$ cat src/rtl/multdiv_issue_ctrl.sv
// multdiv_issue_ctrl
// Processor-side issue controller for an iterative multiply/divide unit.
// Accepts a MULT or DIV from execute and freezes the pipeline. It then
// strobes the unit for one cycle and holds the operands while the unit
// iterates. It waits for result-ready, with a timeout, and performs a single
// register-file writeback. That writeback is either the result or an
// exception code written to the status register.
//
// Ports
//   clock, reset        : rising-edge clock, async active-high reset
//   issue_*             : instruction presented by the execute stage
//   ctrl_MULT/ctrl_DIV  : one-cycle start strobes to the unit
//   data_operandA/B     : held operands to the unit
//   data_result/exception/resultRDY : completion handshake from the unit
//   stall, busy         : pipeline freeze / controller occupied
//   wb_valid/reg/data   : one-cycle register-file write
//
// state  | meaning
// IDLE   | no operation in flight
// START  | start strobe to the unit this cycle
// WAIT   | unit iterating; counting toward timeout
// WB     | writeback cycle; may accept the next operation

module multdiv_issue_ctrl #(
  parameter int TIMEOUT       = 64,
  parameter int RSTATUS_REG   = 30,
  parameter int MULT_EXC_CODE = 4,
  parameter int DIV_EXC_CODE  = 5
) (
  input  logic        clock,
  input  logic        reset,
  input  logic        issue_valid,
  input  logic        issue_mult,
  input  logic        issue_div,
  input  logic [31:0] issue_opA,
  input  logic [31:0] issue_opB,
  input  logic [4:0]  issue_rd,
  output logic        ctrl_MULT,
  output logic        ctrl_DIV,
  output logic [31:0] data_operandA,
  output logic [31:0] data_operandB,
  input  logic [31:0] data_result,
  input  logic        data_exception,
  input  logic        data_resultRDY,
  output logic        stall,
  output logic        busy,
  output logic        wb_valid,
  output logic [4:0]  wb_reg,
  output logic [31:0] wb_data
);

  localparam int CW = $clog2(TIMEOUT) + 1;
  localparam logic [CW-1:0] TC = CW'(TIMEOUT - 1);

  typedef enum logic [1:0] {S_IDLE, S_START, S_WAIT, S_WB} state_t;

  state_t        r_state;
  state_t        w_next;
  logic          r_op;      // 0 = MULT, 1 = DIV
  logic [31:0]   r_opA;
  logic [31:0]   r_opB;
  logic [4:0]    r_rd;
  logic [31:0]   r_res;
  logic          r_exc;
  logic [CW-1:0] r_cnt;
  logic          w_accept;
  logic          w_timeout;

  // Only IDLE and WB may take a new instruction; WB overlaps the next issue.
  assign w_accept  = issue_valid & (issue_mult | issue_div) &
                     ((r_state == S_IDLE) | (r_state == S_WB));
  assign w_timeout = (r_cnt == TC);

  always_ff @(posedge clock or posedge reset) begin
    if (reset) r_state <= S_IDLE;
    else       r_state <= w_next;
  end

  always_ff @(posedge clock or posedge reset) begin
    if (reset) begin
      r_op  <= 1'b0;
      r_opA <= '0;
      r_opB <= '0;
      r_rd  <= '0;
      r_res <= '0;
      r_exc <= 1'b0;
      r_cnt <= '0;
    end else begin
      if (w_accept) begin
        r_op  <= ~issue_mult;  // MULT wins if both are flagged
        r_opA <= issue_opA;
        r_opB <= issue_opB;
        r_rd  <= issue_rd;
      end
      case (r_state)
        S_START: r_cnt <= '0;
        S_WAIT: begin
          r_cnt <= r_cnt + 1'b1;
          if (data_resultRDY) begin
            r_res <= data_result;
            r_exc <= data_exception;
          end else if (w_timeout) begin
            r_exc <= 1'b1;
          end
        end
        default: ;
      endcase
    end
  end

  always_comb begin
    w_next    = r_state;
    ctrl_MULT = 1'b0;
    ctrl_DIV  = 1'b0;
    stall     = 1'b0;
    wb_valid  = 1'b0;
    wb_reg    = '0;
    wb_data   = '0;
    case (r_state)
      S_IDLE: begin
        if (w_accept) begin
          stall  = 1'b1;
          w_next = S_START;
        end
      end
      S_START: begin
        ctrl_MULT = ~r_op;
        ctrl_DIV  = r_op;
        stall     = 1'b1;
        w_next    = S_WAIT;
      end
      S_WAIT: begin
        stall = 1'b1;
        if (data_resultRDY || w_timeout) w_next = S_WB;
      end
      S_WB: begin
        // stall stays low so the next instruction advances alongside the write
        if (r_exc) begin
          wb_valid = 1'b1;
          wb_reg   = 5'(RSTATUS_REG);
          wb_data  = r_op ? 32'(DIV_EXC_CODE) : 32'(MULT_EXC_CODE);
        end else begin
          wb_valid = (r_rd != 5'd0);
          wb_reg   = r_rd;
          wb_data  = r_res;
        end
        w_next = w_accept ? S_START : S_IDLE;
      end
      default: w_next = S_IDLE;
    endcase
  end

  assign busy          = (r_state != S_IDLE);
  assign data_operandA = r_opA;
  assign data_operandB = r_opB;

endmodule

$ cat config.mk
export PLATFORM = sky130hd
export DESIGN_NAME = multdiv_issue_ctrl
export DESIGN_NICKNAME = d
export VERILOG_FILES = /design/src/rtl/multdiv_issue_ctrl.sv
export SDC_FILE = /design/constraint.sdc
export NUM_CORES = 1
export LEC_CHECK = 0
export ABC_AREA = 1
export BUFFER_PORTS_ARGS = -buffer_cell sky130_fd_sc_hd__clkbuf_2
export CAP_MARGIN = 20
export CORE_ASPECT_RATIO = 0.75
export CORE_MARGIN = 8
export CORE_UTILIZATION = 42
export CTS_CLUSTER_SIZE = 24
export DETAILED_ROUTE_END_ITERATION = 10
export MAX_ROUTING_LAYER = met4
export PLACE_DENSITY = 0.72
export SYNTH_ARGS = -nofsm -noshare
export SYNTH_HDL_FRONTEND = slang
export SYNTH_SLANG_ARGS = --single-unit
$ cat constraint.sdc
create_clock -name clock -period 4.95 [get_ports clock]
set_input_delay 0 -clock clock [delete_from_list [all_inputs] [get_ports clock]]
set_output_delay 0 -clock clock [all_outputs]
set_load 0.03 [all_outputs]
==> run_results.csv, run 1 <==
group,metric,value,unit
status,run_status,"completed",
route,initialDrtViolationCount,302,
route,ant_nets,0,
synth,synth_top_area_frac,0.5849,
worst_setup_path,slowest_stage,"nand2_1",
floorplan,die-area,15120,sq um
grt,grt_start_max_net_pins,70,
clock_network,cts_num_sinks,112,
grt,antenna_found_initial,0,
synth,avgSynthCellArea,8.407,sq um
worst_setup_path,crit_type,"reg -> out",
grt,grtUsageTotal,0.2185,
final_layout,drive_above_1_share,0.2725,
route,first_pass_iters,5,
floorplan,die_x,139.3,microns
sta,hold_violations,0,
clock_network,clock_path_buffers,2,
grt,grt_pass1_wl,26200,microns
final_layout,finish.instance_area,7266,sq um
worst_setup_path,crit_family,"simple AND/OR/NAND/NOR gates",
sta,slew_violations,0,
sta,slew_headroom,0.3214,
synth,synth_warnings,0,
final_layout,fillCellCount,819,
job,cap_violations,0,
route,route.met3.wl,1336,microns
sta,fmax,0.4236,GHz
clock_network,insertion_delay,340,ps
sta,fin_crit,2361,ps
clock_network,cts_buffers,9,
clock_network,clkSlewWorstSetupHoldPaths,70,ps
floorplan,fp.dieH,108.5,microns
sta,setup_viol,0,
worst_hold_path,hp-class,"in -> reg",
worst_setup_path,worst-path-buf-inv,1,
route,post_drt_via_cell_ratio,4.871,
synth,synth_common_cells,"nand2_1 (158), dfrtp_1 (112), nor2_1 (83), nand3_1 (73), inv_1 (51)",
final_layout,multiInputGateArea,1644,sq um
worst_setup_path,critical_path_required,4950,ps
synth,synth_cell_type_count,17,
worst_setup_path,cp_max_fo,31,
floorplan,io_pins,214,
worst_setup_path,cp-start-kind,"register",
placement,io_buffer_count,213,
final_layout,area_growth,51.62,%
final_layout,finalNetCount,986,
power_and_ir_drop,power.leakage,4.128,nW
synth,synth_area,4792,sq um
worst_setup_path,cp.arrival,2360,ps
route,remaining_drc_errors,0,
synth,synth_seq_cells,112,
placement,place.gp.congestion,0.7954,
synth,synthTopCellsByArea,"dfrtp_1 (58%), nand2_1 (12%), nand3_1 (7.6%), nor2_1 (6.5%), a21oi_1 (4.8%)",
final_layout,seqCellArea,2803,sq um
synth,syn_inst,570,
worst_setup_path,crit_chain,"ha_1 > nand2_1 > nor2_1 > clkbuf_2",
clock_network,htree_levels,3,
synth,synth_most_common_cell,"nand2_1",
sta,worst_slew_pin_slew,1015,ps
synth,yosys.area.top_type,"dfrtp_1",
route,wl_met2,7435,microns
sta,rsz0062_at_grt,"false",
placement,place_area,5916,sq um
final_layout,antenna_cells,0,
clock_network,cts_root_buf,"clkbuf_16",
sta,fin_crit_sh,0.4769,
synth,syn_nets,684,
sta,tns,0,ps
clock_network,cts_setup_buffers,0,
floorplan,core_area,11020,sq um
power_and_ir_drop,ir_drop,0.3618,mV
power_and_ir_drop,power.density,629.3,nW/um^2
final_layout,utilization,0.6591,
sta,clock_skew,5.123,ps
placement,hpwl,10090,microns
floorplan,rows,33,
worst_setup_path,max_stage_delay,600,ps
route,wl_met1,6959,microns
synth,synthFlopType,"dfrtp_1",
clock_network,tritoncts,"built",
route,highest_layer,"met4",
floorplan,start_util,0.4347,
synth,yosysSeqAreaShare,0.5849,
grt,grt_overflow,0,
grt,first_global_vias,5185,
route,vias,4954,
worst_setup_path,cp-end-kind,"output pin",
route,post_drt_wl_per_cell,15.81,microns
synth,async_flop_share,1.000,
synth,synth_edf_count,0,
route,routed_wl,16080,microns
==> through the flow <==
| stage | hold WS (ps) | setup WS, ps | power, mW | cells |
|---|---|---|---|---|
| after global routing | 64.51 | 2383 | 4.897 | 1017 |
| after CTS | 2.387 | 2595 | 4.564 | 1016 |
| after floorplan | 110.0 | 1991 | 3.127 | 570 |
| final | 11.71 | 2589 | 4.572 | 1017 |
| after detailed placement | 155.1 | 2648 | 3.784 | 896 |
| after global placement | 148.2 | 2795 | 3.705 | 896 |
==> worst paths after layout <==
kind	end	slack, ps	from	cells after the start
min in group asynchronous	r_res[19]	320	reset	3
setup / recovery	wb_data[20]	2590	r_state[1]	4
setup reg to reg	data_operandB[15]	2620	r_state[0]	7
hold / removal	r_exc	10	data_resultRDY	5
max in group asynchronous	data_operandB[27]	3460	reset	4
hold reg to reg	data_operandA[20]	470	data_operandA[20]	2
==> worst reg2reg max path, stage by stage (launching register included) <==
cell and delay, ps:
dfrtp_1 450, inv_1 110, ha_1 420, inv_2 70
nand2_2 480, buf_4 500, nand2_1 140, nand2_1 90
==> layout make-up <==
| class | count | area share |
|---|---|---|
| multi-input combinational | 375 | 0.2263 |
| clock buffer | 10 | 0.03151 |
| inverter | 52 | 0.02721 |
| clock inverter | 6 | 0.008266 |
| timing repair buffer | 322 | 0.2969 |
| sequential | 112 | 0.3857 |
| tap | 140 | 0.02411 |
==> repair_timing <==
item | 4_1_cts | 5_1_grt
hold buffers | 104 | 0
hold endpoints to repair | 161 | 0
gates resized for setup | 0 | 0
==> sequential cells by signal, summed over array words and instances, names as in the netlist <==
register and count:
r_res 32, r_op 1, r_state 2, data_operandB 32, r_rd 5, r_cnt 7, data_operandA 32, r_exc 1
==> report_power, final <==
part	internal (mW)	switching, mW
Combinational	0.636	1.68
Sequential	1.33	0.216
Clock	0.390	0.316
==> cell families (layout without fill, tap and decap cells) <==
group | Yosys count | count (layout) | synth area share
compound gates | 51 | 51 | 0.05326
xor+xnor | 1 | 1 | 0.001828
fa+ha+maj | 6 | 6 | 0.01567
buf+inv | 83 | 390 | 0.07415
flops | 112 | 112 | 0.5849
mux | 1 | 1 | 0.002350
simple gates | 316 | 316 | 0.2679
==> cell usage in the layout (no fill, tap or decap), drive strengths merged <==
cell / synthesis / layout
mux2: 1 / 1
clkbuf: 11 / 223
dlygate4sd3: 0 / 104
buf: 20 / 5
a21oi: 46 / 46
inv: 52 / 52
nand2: 158 / 158
o21ai: 5 / 5
nand3: 73 / 73
nor2: 84 / 84
ha: 6 / 6
dfrtp: 112 / 112
clkinvlp: 0 / 2
bufinv: 0 / 1
xor2: 1 / 1
nor3b: 1 / 1
clkinv: 0 / 3
==> metal layers <==
metal,vias up,GRT usage
met2,244,0.3518
met5,-,-
li1,2368,-
met3,27,0.05898
met1,2315,0.2650
met4,0,0.06948
No activity file was read; power rests on OpenSTA's default activity.
==> run 2, diff against run 1 <==
Settings changed: ABC_AREA 1 to 0, PLACE_DENSITY 0.72 to 0.75.
Clock period 4.95 ns to 2 ns, I/O delays scaled along.
==> run 2 against run 1 <==
Final area grew 1.9%. Sequential share of layout area shrank 0.74 points. Via count shrank 20%. Critical path type unchanged. Largest power group unchanged. Highest routed layer unchanged. Largest cell class unchanged.
==> run_results.csv, run 2 <==
group,metric,value,unit
clock_network,cts_setup_buffers,0,
floorplan,start_util,0.4333,
worst_hold_path,min_from,"data_resultRDY",
route,ant_nets,0,
sta,slew_headroom,0.6042,
power_and_ir_drop,power.density,1613,nW/um^2
grt,grt_overflow,0,
floorplan,core_area,11020,sq um
synth,synth_common_cells,"dfrtp_1 (112), mux2_2 (91), and2_1 (33), nor2_1 (16), mux2_4 (10)",
synth,syn_nets,456,
placement,place_area,6063,sq um
synth,synth_seq_cells,112,
clock_network,clock_path_buffers,2,
route,post_drt_via_cell_ratio,4.873,
worst_setup_path,cp-end-kind,"output pin",
sta,tns,0,ps
sta,fmax,0.5484,GHz
placement,pre_cts_slack,205.3,ps
sta,rsz0062_at_grt,"false",
synth,async_flop_share,1.000,
worst_setup_path,worst-path-buf-inv,3,
worst_setup_path,reg2reg_from,"r_state[1]",
floorplan,die-area,15080,sq um
grt,antenna_found_initial,0,
sta,hold_violations,0,
placement,io_buffer_count,213,
synth,synthTopCellsByArea,"dfrtp_1 (59%), mux2_2 (21%), and2_1 (4.3%), mux2_4 (3.1%), ha_1 (1.6%)",
grt,grt_start_max_net_pins,65,
clock_network,cts_buffers,9,
route,first_pass_iters,4,
synth,avgSynthCellArea,13.97,sq um
synth,synth_top_area_frac,0.5867,
synth,synth_warnings,0,
final_layout,finalNetCount,780,
route,remaining_drc_errors,0,
synth,synth_area,4777,sq um
sta,setup_viol,0,
final_layout,utilization,0.6719,
final_layout,final_cell_mix,"clkbuf_2 (213), dfrtp_1 (112), dlygate4sd3_1 (106)",
job,cap_violations,0,
worst_setup_path,slowest_stage,"dfrtp_1",
floorplan,die_x,139.1,microns
clock_network,clkSlewWorstSetupHoldPaths,70,ps
clock_network,htree_levels,3,
clock_network,cts_root_buf,"clkbuf_16",
synth,syn_inst,342,
final_layout,finish.instance_area,7407,sq um
worst_setup_path,critPathLaunch,"r_state[1]",
worst_setup_path,critical_path_required,2000,ps
sta,fin_crit,1824,ps
grt,grt_pass1_wl,23470,microns
worst_setup_path,crit_chain,"inv_1 > ha_1 > buf_4 > nor2_1 > nor2_1 > clkbuf_2",
synth,synthFlopType,"dfrtp_1",
worst_hold_path,hp-class,"in -> reg",
floorplan,rows,33,
route,initialDrtViolationCount,164,
status,run_status,"completed",
synth,synth_most_common_cell,"dfrtp_1",
clock_network,tritoncts,"built",
worst_setup_path,cp_max_fo,16,
power_and_ir_drop,power.leakage,3.625,nW
worst_setup_path,cp-start-kind,"register",
floorplan,fp.dieH,108.4,microns
worst_setup_path,max_stage_delay,440,ps
route,vias,3947,
placement,hpwl,9560,microns
sta,fin_crit_sh,0.9118,
sta,clock_skew,10.07,ps
placement,place.gp.congestion,0.8168,
synth,yosysSeqAreaShare,0.5867,
worst_setup_path,cp.arrival,1820,ps
power_and_ir_drop,ir_drop,0.9920,mV
grt,first_global_vias,4410,
sta,slew_violations,0,
final_layout,area_growth,55.05,%
final_layout,final_common_cell,"clkbuf_2",
floorplan,io_pins,214,
grt,grtUsageTotal,0.2043,
synth,synth_edf_count,0,
worst_setup_path,crit_family,"buffers and inverters",
route,post_drt_wl_per_cell,18.26,microns
synth,yosys.area.top_type,"dfrtp_1",
clock_network,cts_num_sinks,112,
worst_setup_path,crit_top_cell,"nor2_1",
clock_network,insertion_delay,340,ps
route,routed_wl,14790,microns
worst_setup_path,crit_type,"reg -> out",
final_layout,drive_above_1_share,0.5134,
synth,synth_cell_type_count,38,
sta,worst_slew_pin_slew,593.7,ps
final_layout,antenna_cells,0,
sta,layout_setup_ws,176.4,ps
==> run 2: worst register-to-register path, cell delays in order, from the launching register on <==
cell           delay [ps]
dfrtp_1               440
ha_1                  220
nand2_1               100
buf_12                210
o22ai_1               100
a21oi_1               130
dlygate4sd3_1         560
==> run 2: cell type report <==
class / count / area (sq um)
Sequential cell: 112 / 2803
Clock buffer: 11 / 252.7
Multi-Input combinational cell: 204 / 1849
Inverter: 9 / 37.54
Tap cell: 140 / 175.2
Clock inverter: 4 / 30.03
Timing Repair Buffer: 330 / 2260
Fill cell: 777 / 3617
==> run 2: path summary, 6_finish.rpt <==
check | end | slack (ps) | cells past startpoint
setup / recovery | stall | 180 | 6
hold / removal | r_state[1] | 30 | 3
setup reg to reg | r_exc | 180 | 6
hold reg to reg | r_res[16] | 500 | 1
max in group asynchronous | data_operandA[31] | 1150 | 4
min in group asynchronous | data_operandA[13] | 300 | 4
==> run 2: repair_timing <==
item	in CTS	in global routing
endpoints found under the setup margin	0	0
endpoints found under the hold margin	215	0
hold buffers	106	0
gates resized for setup	0	0
==> run 2: power breakdown <==
group / switching, mW / internal, mW
combinational: 3.70 / 2.50
sequential: 0.663 / 3.39
clock: 0.784 / 0.909
total: 5.15 / 6.80
==> run 2: routing by layer <==
| metal | wire length (microns) | GRT usage | vias to the layer above |
|---|---|---|---|
| li1 | - | - | 1832 |
| met1 | 5961 | 0.2223 | 1904 |
| met2 | 7211 | 0.3392 | 186 |
| met3 | 1329 | 0.08231 | 25 |
| met4 | 291 | 0.06870 | 0 |
| met5 | 0 | - | - |
==> run 2: logic make-up (layout without fill, tap and decap cells) <==
kind of cell,after synthesis,after routing,synth area share
fa+ha+maj,6,6,0.01571
simple gates,70,70,0.08146
flops,112,112,0.5867
compound gates,26,26,0.04191
buf+inv,26,354,0.02619
mux,102,102,0.2480
==> run 2: per-stage QoR <==
stage	std cells	power, mW	hold slack (ps)
floorplan	342	8.200	97.70
global placement	689	9.855	115.7
detailed placement	689	10.05	130.8
CTS	810	11.97	7.421
global route	810	12.64	22.99
finish	810	11.95	28.65
